$ cat src/rtl/dmem_resp_pkg.sv
// dmem_resp_pkg: width codes, FSM states and defaults shared by the data-memory responder.
package dmem_resp_pkg;

    localparam int DEPTH_LOG2_DEF = 12;

    localparam logic [1:0] DW_BYTE = 2'b00;
    localparam logic [1:0] DW_HALF = 2'b01;
    localparam logic [1:0] DW_WORD = 2'b10;

    typedef enum logic {
        DMEM_IDLE  = 1'b0,
        DMEM_SPLIT = 1'b1
    } dmem_state_t;

    // Width code 11 behaves as a word access.
    function automatic logic [2:0] width_bytes(input logic [1:0] w);
        return (w == DW_BYTE) ? 3'd1 : (w == DW_HALF) ? 3'd2 : 3'd4;
    endfunction

endpackage

$ cat src/rtl/dmem_load_align.sv
// dmem_load_align: shifts a {hi,lo} SRAM word pair by the byte offset and size/sign-extends the load result.
module dmem_load_align
    import dmem_resp_pkg::*;
(
    input  logic [31:0] i_hi,
    input  logic [31:0] i_lo,
    input  logic [1:0]  i_off,
    input  logic [1:0]  i_width,
    input  logic        i_sign,
    output logic [31:0] o_data
);

    logic [31:0] w_sh;

    assign w_sh   = 32'({i_hi, i_lo} >> {i_off, 3'b000});
    assign o_data = (i_width == DW_BYTE) ? {{24{i_sign & w_sh[7]}}, w_sh[7:0]} :
                    (i_width == DW_HALF) ? {{16{i_sign & w_sh[15]}}, w_sh[15:0]} : w_sh;

endmodule

$ cat src/rtl/dmem_resp.sv
// dmem_resp: Mem-stage data-memory responder driving a single-port 32-bit word SRAM.
// DMEM_MISALIGN_SPLIT_EN: word-crossing accesses run as two SRAM beats; otherwise they raise Dcache_AddrErr.
module dmem_resp
    import dmem_resp_pkg::*;
#(
    parameter int DEPTH_LOG2 = DEPTH_LOG2_DEF,
    parameter int ADDR_WIDTH = 32,
    parameter int DATA_WIDTH = 32
) (
    input  logic                  clk,
    input  logic                  rst,
    input  logic                  Mem_DcacheEN,
    input  logic                  Mem_DcacheRd,
    input  logic [1:0]            Mem_DcacheWidth,
    input  logic [ADDR_WIDTH-1:0] Mem_DcacheAddr,
    input  logic                  Mem_DcacheSign,
    input  logic [DATA_WIDTH-1:0] Mem_DcacheWData,
    input  logic                  Csr_Memflush,
    output logic                  Dcache_Stall,
    output logic                  Dcache_RdValid,
    output logic [DATA_WIDTH-1:0] Dcache_RdData,
    output logic                  Dcache_AddrErr,
    output logic                  Sram_CE,
    output logic                  Sram_WE,
    output logic [3:0]            Sram_BE,
    output logic [DEPTH_LOG2-1:0] Sram_Addr,
    output logic [DATA_WIDTH-1:0] Sram_WData,
    input  logic [DATA_WIDTH-1:0] Sram_RData
);

    logic [1:0]            w_off;
    logic [2:0]            w_size;
    logic                  w_cross;
    logic                  w_acc;
    logic                  w_in_split;
    logic                  w_split_ld;
    logic                  w_stall;
    logic [7:0]            w_be8;
    logic [63:0]           w_wd64;
    logic [DEPTH_LOG2-1:0] w_word;
    logic [31:0]           w_al_hi;
    logic [31:0]           w_al_lo;
    logic [31:0]           w_al_data;
    logic                  w_unused;
    logic                  r_vld;
    logic                  r_sign;
    logic [1:0]            r_off;
    logic [1:0]            r_width;

    assign w_off    = Mem_DcacheAddr[1:0];
    assign w_size   = width_bytes(Mem_DcacheWidth);
    assign w_cross  = ({1'b0, w_off} + w_size) > 3'd4;
    // A flushed store is dropped entirely; loads are never flushed.
    assign w_acc    = Mem_DcacheEN & ~(Csr_Memflush & ~Mem_DcacheRd);
    assign w_word   = Mem_DcacheAddr[DEPTH_LOG2+1:2];
    assign w_be8    = ((8'd1 << w_size) - 8'd1) << w_off;
    assign w_wd64   = {32'd0, Mem_DcacheWData} << {w_off, 3'b000};
    assign w_unused = &{1'b0, Mem_DcacheAddr[ADDR_WIDTH-1:DEPTH_LOG2+2], w_be8[7:4], w_wd64[63:32]};

    assign Dcache_Stall   = ~rst & w_stall;
    assign Dcache_RdValid = r_vld;
    assign Dcache_RdData  = r_vld ? w_al_data : '0;

    dmem_load_align u_align (
        .i_hi    (w_al_hi),
        .i_lo    (w_al_lo),
        .i_off   (r_off),
        .i_width (r_width),
        .i_sign  (r_sign),
        .o_data  (w_al_data)
    );

`ifdef DMEM_MISALIGN_SPLIT_EN
    dmem_state_t           r_state;
    logic                  r_rd;
    logic                  r_vld_split;
    logic [3:0]            r_hi_be;
    logic [31:0]           r_hi_wdata;
    logic [31:0]           r_lo;
    logic [DEPTH_LOG2-1:0] r_next_word;

    assign w_in_split     = r_state == DMEM_SPLIT;
    assign w_split_ld     = w_in_split & r_rd;
    assign w_stall        = ~w_in_split & w_acc & w_cross;
    assign w_al_hi        = r_vld_split ? Sram_RData : '0;
    assign w_al_lo        = r_vld_split ? r_lo : Sram_RData;
    assign Dcache_AddrErr = 1'b0;
    // The high beat ignores Csr_Memflush so a split store always completes.
    assign Sram_CE        = ~rst & (w_in_split | w_acc);
    assign Sram_WE        = w_in_split ? ~r_rd : ~Mem_DcacheRd;
    assign Sram_BE        = w_in_split ? r_hi_be : w_be8[3:0];
    assign Sram_Addr      = w_in_split ? r_next_word : w_word;
    assign Sram_WData     = w_in_split ? r_hi_wdata : w_wd64[31:0];

    always_ff @(posedge clk) begin
        if (rst) begin
            r_state     <= DMEM_IDLE;
            r_rd        <= 1'b0;
            r_vld_split <= 1'b0;
            r_hi_be     <= '0;
            r_hi_wdata  <= '0;
            r_lo        <= '0;
            r_next_word <= '0;
        end else begin
            r_state     <= w_stall ? DMEM_SPLIT : DMEM_IDLE;
            r_vld_split <= w_in_split;
            if (w_in_split) r_lo <= Sram_RData;
            if (w_stall) begin
                r_rd        <= Mem_DcacheRd;
                r_hi_be     <= w_be8[7:4];
                r_hi_wdata  <= w_wd64[63:32];
                r_next_word <= w_word + DEPTH_LOG2'(1);
            end
        end
    end
`else
    logic r_err;

    assign w_in_split     = 1'b0;
    assign w_split_ld     = 1'b0;
    assign w_stall        = 1'b0;
    assign w_al_hi        = '0;
    assign w_al_lo        = Sram_RData;
    assign Dcache_AddrErr = r_err;
    assign Sram_CE        = ~rst & w_acc & ~w_cross;
    assign Sram_WE        = ~Mem_DcacheRd;
    assign Sram_BE        = w_be8[3:0];
    assign Sram_Addr      = w_word;
    assign Sram_WData     = w_wd64[31:0];

    always_ff @(posedge clk) begin
        r_err <= rst ? 1'b0 : w_acc & w_cross;
    end
`endif

    always_ff @(posedge clk) begin
        if (rst) begin
            r_vld   <= 1'b0;
            r_off   <= '0;
            r_width <= '0;
            r_sign  <= 1'b0;
        end else begin
            r_vld <= w_in_split ? w_split_ld : w_acc & Mem_DcacheRd & ~w_cross;
            if (~w_in_split & Mem_DcacheEN) begin
                r_off   <= w_off;
                r_width <= Mem_DcacheWidth;
                r_sign  <= Mem_DcacheSign;
            end
        end
    end

endmodule

$ cat config.mk
export PLATFORM = sky130hd
export DESIGN_NAME = dmem_resp
export DESIGN_NICKNAME = d
export VERILOG_FILES = /design/src/rtl/dmem_resp_pkg.sv /design/src/rtl/dmem_load_align.sv /design/src/rtl/dmem_resp.sv
export SDC_FILE = /design/constraint.sdc
export NUM_CORES = 1
export LEC_CHECK = 0
export BUFFER_PORTS_ARGS = -buffer_cell sky130_fd_sc_hd__buf_2
export CAP_MARGIN = 20
export CORE_ASPECT_RATIO = 0.9
export CORE_UTILIZATION = 32
export DETAILED_ROUTE_END_ITERATION = 7
export PLACE_DENSITY = 0.79
export SYNTH_ARGS = -nofsm -noshare
export SYNTH_HDL_FRONTEND = slang
export SYNTH_SLANG_ARGS = --single-unit
$ cat constraint.sdc
create_clock -name clk -period 3.1 [get_ports clk]
set_input_delay 0.93 -clock clk [delete_from_list [all_inputs] [get_ports clk]]
set_output_delay 0.93 -clock clk [all_outputs]
set_load 0.01 [all_outputs]
==> out/results.txt <==
Drt pass-1 iters - 5
Placed inst area - 0.002470 sq mm
Worst Clk Skew - 0 ns
Maxcap violations - 0
R2r startpoint - r_off[0]
Remaining global-route overflow - 0
Max Fclk - 319.9 MHz
Fillers - 493
Final min period - 3.126 ns
CTS tree - yes
Worst path bufs/invs - 3
Cell family with most CP delay - adder cells
Post-Syn Instances - 246
Outcome - finished with violations
# setup viols final - 1
Non-filler instance count after layout - 448
H-tree depth - 1
Final hold vios - 0
Area of the multi-input gates - 0.001443 sq mm
Mean Syn Cell Area - 6.912 sq um
Core area - 0.004985 sq mm
Sequential share of the synthesized area - 8.241%
First-pass GRT wire length - 9446 um
Initial core utilization - 34.11%
DRT antenna net count - 0
Final worst slack - -0.02562 ns
CP endpoint kind - output pin
Synth cell types - 33
Nets@finish - 492
Port buffer count - 145
Hold WC Path Type - reg -> reg
Initial antenna violation count - 0
Tot Pwr - 0.5548 mW
I/O pin total - 189
Worst EP arrival - 2.20 ns
Dpl hpwl - 4801 um
Seq cells post-synth - 7
Die W - 78.84 um
CTS Buf Count - 3
Data required, critical path - 2.17 ns
Setup crit start kind - input port
P per Cell Area - 207.0 mW/mm^2
Crit-path cells - buf_2 -> nor2_4 -> ha_2 -> inv_2 -> fa_2 -> nand2_2 -> a21oi_2 -> buf_2
Syn_nets - 354
Worst-Margin Slew - 0.6421 ns
Fin util - 53.77%
Vias/cell - 5.083
Failing checks - negative setup slack
Total GRT Usage - 20.08%
Vias in the first global route - 2090
CP peak stage delay - 0.52 ns
Area Growth Syn to Fin - 57.62%
WL/cell - 14.15 um
DP Worst Slack - -0.04140 ns
Leakage - 1.559 nW
Dpl cells - 442
DRC Markers - 0
Final WL - 6338 um
Ratio of cells with drive above 1 in the final layout - 51.96%
Largest net degree at the start of global routing - 38
Crit path top cell by count - buf_2
Fin crit share - 100.8%
Worst ir drop on vdd - 174.3 uV
Yosys warns - 0
Die height - 71.16 um
Clock Path Buffers - 2
Row cnt - 24
CP max FO - 2
Slew HR - 57.04%
Max-slew violations - 0
Root buffer cell - clkbuf_8
Clk_lat worst skew - 0.23 ns
DRT iter0 DRCs - 124
# diodes - 0
Final non-filler cell area - 0.002680 sq mm
Synthesized cell area - 0.001700 sq mm
Final weighted congestion in routability-driven placement - 0.8505
Register area - 140.1 sq um
Worst setup path startpoint - Mem_DcacheWidth[0]
Clock slew at reported path FFs - 0.04 ns
Clock sinks - 7
Vias post-DR - 2277
Min-delay src - r_sign
Kind of critical path - in -> out
Slowest cell on crit path - fa_2
RSZ-0062 raised after global routing - yes
Die area - 0.005610 sq mm
## layout make-up
type	count	share of cell area (%)
Tap cell	65	3.035
Timing Repair Buffer	164	35.39
Inverter	6	0.8403
Clock buffer	4	1.681
Sequential cell	7	5.229
Multi-Input combinational cell	202	53.83
## metrics by stage
step | TNS (ns) | hold slack [ns]
finish | -0.02562 | 0.5497
global route | -0.2444 | 0.6228
CTS | -0.006471 | 0.5490
detailed placement | -0.04140 | 0.5416
global placement | 0 | 0.5136
floorplan | 0 | 0.4830
## cell usage in the layout, fill, tap and decap left out, types with 3 or more instances in the layout
cell type	n
a211oi_1	8
a21oi_1	16
and2_1	9
and3_1	8
buf_2	139
buf_4	16
buf_6	6
clkbuf_8	3
dfxtp_1	7
inv_1	5
mux2_2	7
mux2i_1	36
nand2_1	27
nand2_2	8
nor2_1	21
nor2b_1	10
o211a_1	7
o21ai_0	16
o21ai_2	7
## tightest hold or removal path, delay by kind of cell, from the launching register on
kind          cells  cell delay (ns)
simple gates      1             0.08
mux               1             0.08
flops             1             0.35
## cells by family (layout without fill, tap and decap cells)
group,count (synthesis),after routing,share of synthesized area (%)
DFF,7,7,8.241
xor gates and xnor gates,1,1,0.5152
other,1,1,0.2205
buffers and inverters,37,174,12.51
AOI/OAI and AO/OA,61,61,22.37
and+or+nand+nor,90,90,25.02
adders and majority gates,4,4,3.385
muxes,45,45,27.74
## repair_timing
| action | in CTS | in global routing |
|---|---|---|
| pin swaps | 1 | 2 |
| gates resized for setup | 2 | 41 |
| hold buffers | 0 | 0 |
| setup endpoints to repair | 2 | 18 |
| setup buffers | 0 | 1 |
| cloned | 0 | 1 |
## cells in the mapped netlist (all sizes together)
cell type,count,area [sq um]
a2bb2oi,1,8.760
fa,1,20.02
o211a,7,70.07
and2,9,56.30
and3b,1,8.760
nand2,35,131.4
o21a,1,7.510
ha,3,37.54
o2bb2ai,1,8.760
nor2,22,82.58
mux2i,37,370.4
a211oi,8,60.06
clkbuf,8,30.03
buf,23,160.2
mux4,1,22.52
xnor2,1,8.760
mux2,7,78.83
nor2b,10,62.56
and3,8,50.05
nand2b,1,6.260
o21ai,24,120.1
a21oi,17,85.08
dfxtp,7,140.1
nor3,1,5.000
and2b,1,7.510
a2111o,1,11.26
a2111oi,1,8.760
inv,6,22.52
nand3b,2,15.01
conb,1,3.750
## sequential cells by signal, indices dropped and copies added (netlist names)
name / flops
r_off: 2
r_width: 2
Dcache_AddrErr: 1
Dcache_RdValid: 1
r_sign: 1
## power breakdown
part	switching, mW	total (mW)	internal, mW
Combinational	0.166	0.321	0.155
Sequential	0.00888	0.104	0.0956
Clock	0.0402	0.129	0.0890
Total	0.216	0.555	0.339
## layer usage
metal	vias to the layer above	wire [um]	GRT usage [%]
li1	1133	-	-
met1	1041	2728	25.81
met2	91	3207	34.49
met3	12	349	2.968
met4	0	52	6.263
met5	-	0	0
## final timing paths
check | cells after the start | slack, ns | end
min | 2 | 0.55 | r_sign
max reg2reg | 3 | 2.07 | r_off[0]
min reg2reg | 2 | 0.55 | r_sign
max | 8 | -0.03 | Sram_CE
No activity file was read; power rests on OpenSTA's default activity.
